## src/rtl/multdiv_pkg.sv

```systemverilog
// Shared constants and state encoding for the MultDiv sequencer.
package multdiv_pkg;

    localparam int ITERATIONS   = 32;
    localparam int MULT_LATENCY = ITERATIONS + 2;
    localparam int DIV_LATENCY  = ITERATIONS + 2;
    localparam int DIV0_LATENCY = 1;

    typedef enum logic [2:0] {
        ST_IDLE,
        ST_MULT,
        ST_DIV,
        ST_FIX,
        ST_DONE
    } state_t;

endpackage

```

## src/rtl/multdiv_counter.sv

```systemverilog
// Iteration counter shared by the multiply and divide datapaths.
// Latency: count updates on the clock edge; tc is combinational from the count.
// Backpressure: none; clear has priority over enable.
module multdiv_counter #(
    parameter int CNT_W = 6,
    parameter int TERM  = 31
) (
    input  logic clock,
    input  logic reset,
    input  logic clr,
    input  logic en,
    output logic tc
);
    logic [CNT_W-1:0] cnt_q;

    always_ff @(posedge clock) begin
        if (reset) begin
            cnt_q <= '0;
        end else if (clr) begin
            cnt_q <= '0;
        end else if (en) begin
            cnt_q <= cnt_q + CNT_W'(1);
        end
    end

    assign tc = (cnt_q == CNT_W'(TERM));

endmodule

```

## src/rtl/multdiv_ctrl.sv

```systemverilog
// MultDiv sequencer: iterative shift-add multiply / restoring divide with a sign fix-up step.
// Latency: WIDTH+2 cycles from start to RDY, 1 cycle for divide-by-zero; divider only with MULTDIV_DIV_EN.
// Backpressure: none; starts are accepted only in IDLE and ignored while an operation is in flight.
module multdiv_ctrl
    import multdiv_pkg::*;
#(
    parameter int WIDTH = ITERATIONS,
    parameter int CNT_W = 6
) (
    input  logic             clock,
    input  logic             reset,
    input  logic             ctrl_MULT,
    input  logic             ctrl_DIV,
    input  logic [WIDTH-1:0] data_operandA,
    input  logic [WIDTH-1:0] data_operandB,
    output logic [WIDTH-1:0] data_result,
    output logic             data_exception,
    output logic             data_resultRDY,
    output logic             busy
);
    state_t             state_q, state_d;
    logic [WIDTH-1:0]   mag_a_q;
    logic [WIDTH-1:0]   hi_q;
    logic [WIDTH-1:0]   lo_q;
    logic               neg_q;
    logic               exc_q;

    logic               start_mult, start_div, div_zero;
    logic               cnt_clr, cnt_en, cnt_tc;
    logic [WIDTH-1:0]   abs_a, abs_b;
    logic [WIDTH:0]     mult_sum;
    logic [2*WIDTH-1:0] prod, prod_signed;
    logic [WIDTH-1:0]   fix_res;
    logic               fix_exc;

`ifdef MULTDIV_DIV_EN
    logic [WIDTH-1:0]   mag_b_q;
    logic               is_div_q;
    logic [WIDTH:0]     rem_sh;
    logic               div_ge;
    logic [WIDTH-1:0]   rem_new;
`else
    logic               div_unused;
    assign div_unused = ctrl_DIV;
`endif

    assign start_mult = (state_q == ST_IDLE) && ctrl_MULT;
`ifdef MULTDIV_DIV_EN
    assign start_div  = (state_q == ST_IDLE) && ctrl_DIV && !ctrl_MULT;
`else
    assign start_div  = 1'b0;
`endif
    assign div_zero   = start_div && (data_operandB == '0);

    assign abs_a = data_operandA[WIDTH-1] ? (-data_operandA) : data_operandA;
    assign abs_b = data_operandB[WIDTH-1] ? (-data_operandB) : data_operandB;

    assign cnt_clr = (state_q == ST_IDLE);
    assign cnt_en  = (state_q == ST_MULT) || (state_q == ST_DIV);

    multdiv_counter #(
        .CNT_W (CNT_W),
        .TERM  (WIDTH - 1)
    ) u_counter (
        .clock (clock),
        .reset (reset),
        .clr   (cnt_clr),
        .en    (cnt_en),
        .tc    (cnt_tc)
    );

    // Multiply step: conditionally add |A| into the high half; the shift is applied on the register write.
    assign mult_sum = {1'b0, hi_q} + (lo_q[0] ? {1'b0, mag_a_q} : {(WIDTH+1){1'b0}});

`ifdef MULTDIV_DIV_EN
    // Restoring divide step on {rem, quo} shifted left by one.
    assign rem_sh  = {hi_q, lo_q[WIDTH-1]};
    assign div_ge  = (rem_sh >= {1'b0, mag_b_q});
    assign rem_new = div_ge ? (rem_sh[WIDTH-1:0] - mag_b_q) : rem_sh[WIDTH-1:0];
`endif

    always_comb begin
        prod        = {hi_q, lo_q};
        prod_signed = neg_q ? (-prod) : prod;
        fix_res     = prod_signed[WIDTH-1:0];
        // Overflow unless the top WIDTH+1 bits are a pure sign extension.
        fix_exc     = ~((&prod_signed[2*WIDTH-1:WIDTH-1]) | ~(|prod_signed[2*WIDTH-1:WIDTH-1]));
`ifdef MULTDIV_DIV_EN
        if (is_div_q) begin
            fix_res = neg_q ? (-lo_q) : lo_q;
            // Only INT_MIN / -1 yields a positive quotient with the top bit set.
            fix_exc = ~neg_q & lo_q[WIDTH-1];
        end
`endif
    end

    always_comb begin
        state_d = state_q;
        case (state_q)
            ST_IDLE: begin
                if (start_mult) begin
                    state_d = ST_MULT;
                end else if (div_zero) begin
                    state_d = ST_DONE;
                end else if (start_div) begin
                    state_d = ST_DIV;
                end
            end
            ST_MULT, ST_DIV: begin
                if (cnt_tc) begin
                    state_d = ST_FIX;
                end
            end
            ST_FIX:  state_d = ST_DONE;
            ST_DONE: state_d = ST_IDLE;
            default: state_d = ST_IDLE;
        endcase
    end

    always_ff @(posedge clock) begin
        if (reset) begin
            state_q        <= ST_IDLE;
            mag_a_q        <= '0;
            hi_q           <= '0;
            lo_q           <= '0;
            neg_q          <= 1'b0;
            exc_q          <= 1'b0;
            data_result    <= '0;
            data_exception <= 1'b0;
            data_resultRDY <= 1'b0;
`ifdef MULTDIV_DIV_EN
            mag_b_q        <= '0;
            is_div_q       <= 1'b0;
`endif
        end else begin
            state_q        <= state_d;
            data_resultRDY <= (state_q == ST_DONE);
            case (state_q)
                ST_IDLE: begin
                    if (start_mult || start_div) begin
                        mag_a_q <= abs_a;
                        neg_q   <= data_operandA[WIDTH-1] ^ data_operandB[WIDTH-1];
                        hi_q    <= '0;
                        lo_q    <= start_mult ? abs_b : (div_zero ? '0 : abs_a);
                        exc_q   <= div_zero;
`ifdef MULTDIV_DIV_EN
                        mag_b_q  <= abs_b;
                        is_div_q <= start_div;
`endif
                    end
                end
                ST_MULT: begin
                    hi_q <= mult_sum[WIDTH:1];
                    lo_q <= {mult_sum[0], lo_q[WIDTH-1:1]};
                end
`ifdef MULTDIV_DIV_EN
                ST_DIV: begin
                    hi_q <= rem_new;
                    lo_q <= {lo_q[WIDTH-2:0], div_ge};
                end
`endif
                ST_FIX: begin
                    lo_q  <= fix_res;
                    exc_q <= fix_exc;
                end
                ST_DONE: begin
                    data_result    <= lo_q;
                    data_exception <= exc_q;
                end
                default: ;
            endcase
        end
    end

    assign busy = (state_q != ST_IDLE) || data_resultRDY;

endmodule

```

## config.mk

```make
export PLATFORM = sky130hd
export DESIGN_NAME = multdiv_ctrl
export DESIGN_NICKNAME = d
export VERILOG_FILES = /design/src/rtl/multdiv_pkg.sv /design/src/rtl/multdiv_counter.sv /design/src/rtl/multdiv_ctrl.sv
export SDC_FILE = /design/constraint.sdc
export NUM_CORES = 1
export LEC_CHECK = 0
export BUFFER_PORTS_ARGS = -buffer_cell sky130_fd_sc_hd__buf_2
export CORE_MARGIN = 3
export CORE_UTILIZATION = 45
export DETAILED_ROUTE_END_ITERATION = 12
export GPL_TIMING_DRIVEN = 0
export PLACE_DENSITY_LB_ADDON = 0.05
export SKIP_CTS_REPAIR_TIMING = 1
export SYNTH_ARGS = -nofsm -noshare
export SYNTH_HDL_FRONTEND = slang
export SYNTH_SLANG_ARGS = --single-unit
```

## constraint.sdc

```tcl
create_clock -name clock -period 3.2 [get_ports clock]
set_clock_uncertainty 0.05 [all_clocks]
set_input_delay 0.16 -clock clock [delete_from_list [all_inputs] [get_ports clock]]
set_output_delay 0.16 -clock clock [all_outputs]
set_load 0.01 [all_outputs]
```

==> results.toml <==
[synth]
yosysTopAreaCell = "dfxtp_1"
synth_seq_cells = 141
ys_types = 78
yosysTopAreaCellShare_pct = 27.2
seq_area_frac_synth_pct = 27.2
synth-main-ff-cell = "dfxtp_1"
yosys_warnings = 0
synth.area.top_cells = "dfxtp_1 (27%), a21oi_1 (6.3%), nand2_1 (5.8%)"
syn_nets = 1488
synth_most_common_cell = "nand2_1"
yosys-top-cells-count = "nand2_1 (161), dfxtp_1 (141), a21oi_1 (131), nor2_1 (122), clkbuf_1 (86)"
syn_area_per_cell_um2 = 7.49
synth-async-reset-ratio_pct = 0
synth-edff-count = 0
synth.cell_area_um2 = 10400
synth_cells = 1383

[power_and_ir_drop]
vdd_ir_drop_max_mv = 0.330
p_leak_nw = 4.96
total_power_mw = 5.21
power_density_nw_per_um2 = 414

[grt]
grt_max_degree = 17
grt_pass1_vias = 9632
grt_pass1_wl_um = 52000
grt-ovfl-total = 0
grt_usage_pct = 26.3
antenna_found_initial = 0

[sta]
hold_viol_final = 1
period_minus_slack_ns = 3.38
hold_ws_ns = -0.00500
finalMaxSlewViolations = 0
maxSlewHeadroom_pct = 40.4
worst_pin_slew_ns = 0.888
timing.fmax_mhz = 295
setup_slack_ns = -0.184
rsz0062_at_grt = "yes"
setup_violations = 1
fin_setup_tns_ns = -0.184
finalCritPeriodShare_pct = 106

[critical_path]
startpoint_type = "flip-flop"
critPathMaxFanout = 6
end_kind = "flip-flop"
reg2regPathDepth = 14
cp.required_ns = 3.45
rrSetupSlack_ns = -0.18
critPathArrivalTime_ns = 3.64
critical_path_class = "reg -> reg"

[run_status]
violations = "negative hold slack, negative setup slack"
status = "complete, but fails checks"

[floorplan]
dieArea_um2 = 24900
die_h_um = 158
rows = 54
initial_core_util_pct = 46.6
core_um2 = 22200
die_width_um = 158
io_pins = 103

[clocking]
cts_tree = "built"
cts_buffer_depth = 2
htree_num_levels = 4
clk_latency_ns = 0.43
cts_buffers = 17
cts.root.buffer_cell = "clkbuf_16"
clk_pin_slew_ns = 0.06
cts_sinks = 141

[placed_design]
dp_hpwl_um = 25300
pre_cts_slack_ns = -1.01
io_buffer_count = 100
dpl-instance-area_um2 = 11300
place_congestion = 0.940
place_inst = 1763

[job]
maxCapViolCount = 0

[worst_hold_path]
hold_depth = 3
hold_class = "in -> reg"

[route]
totalWireLength_um = 33800
drt-initial-drc-count = 1125
drtPass1Iterations = 5
viasPerCell = 5.97
drc = 0
wl_per_cell_um = 18.6
vias = 10800
drtAntennaViolNets = 0

[finish]
syn2layout_area_growth_pct = 21.4
diodes = 0
post-route-util_pct = 56.6
drive_above_1_share_pct = 17.1
post-route-cell-area_um2 = 12600
nets = 1626
fin_cells = 1814
==> routing by layer <==
metal / vias up / wire length, µm / GRT usage (%)
li1: 5287 / - / -
met1: 5100 / 16400 / 40.1
met2: 399 / 14300 / 38.2
met3: 46 / 2540 / 4.16
met4: 0 / 665 / 6.90
met5: - / 0 / 0
==> placed cells by master (no fill, tap or decap), drive strengths merged, types with 40 or more instances in the layout <==
master,synthesis,routed
buf,17,143
nor2,122,122
nand2,161,161
xor2,67,67
dfxtp,141,141
clkbuf,86,97
a211oi,40,40
a21oi,131,131
nor3,57,57
xnor2,66,66
o21ai,68,68
==> flip-flops by register name, summed over array words and instances (netlist names) <==
register / flops
lo_q: 32
data_exception: 1
neg_q: 1
data_result: 32
data_resultRDY: 1
state_q: 3
mag_a_q: 32
u_counter.cnt_q: 6
exc_q: 1
hi_q: 32
==> final timing paths <==
kind | startpoint | endpoint
setup / recovery | lo_q[0] | exc_q
setup reg to reg | lo_q[0] | exc_q
hold / removal | data_operandA[0] | mag_a_q[0]
hold reg to reg | data_result[7] | data_result[7]
==> final cells by class <==
type / count / area (µm²)
fillers: 2123 / 9650
flip-flops and latches: 141 / 2830
clock buffers: 18 / 429
plain buffers: 98 / 464
well taps: 280 / 350
multi-input cells: 1112 / 7460
inverters: 26 / 100
clock inverters: 14 / 206
repair buffers: 125 / 736
==> worst max-delay path, stage by stage, from the launching register on <==
cell and delay, ns:
dfxtp_4 0.40, buf_8 0.14, inv_4 0.05, ha_4 0.13, or4b_4 0.46, buf_6 0.14, nor3_4 0.32, nand4_1 0.18
buf_6 0.18, buf_12 0.14, o41ai_2 0.30, xnor2_1 0.18, o2111ai_1 0.14, nor4_2 0.34, a211oi_2 0.11
==> report_power, final <==
part           switching (mW)  internal (mW)  leakage, nW
registers               0.107           1.84         1.15
clock network           0.858           1.32        0.300
logic                   0.657          0.425         3.50
total                    1.62           3.58         4.96
==> cells by family (layout without fill, tap and decap cells) <==
| logic type | after synthesis | in the layout | share of synthesized area [%] |
|---|---|---|---|
| mux | 6 | 6 | 0.616 |
| fa+ha+maj | 37 | 37 | 4.54 |
| xor+xnor | 133 | 133 | 11.2 |
| compound gates | 383 | 383 | 24.2 |
| simple gates | 553 | 553 | 27.0 |
| flops | 141 | 141 | 27.2 |
| buf+inv | 130 | 281 | 5.14 |
No activity file was read; power rests on OpenSTA's default activity.
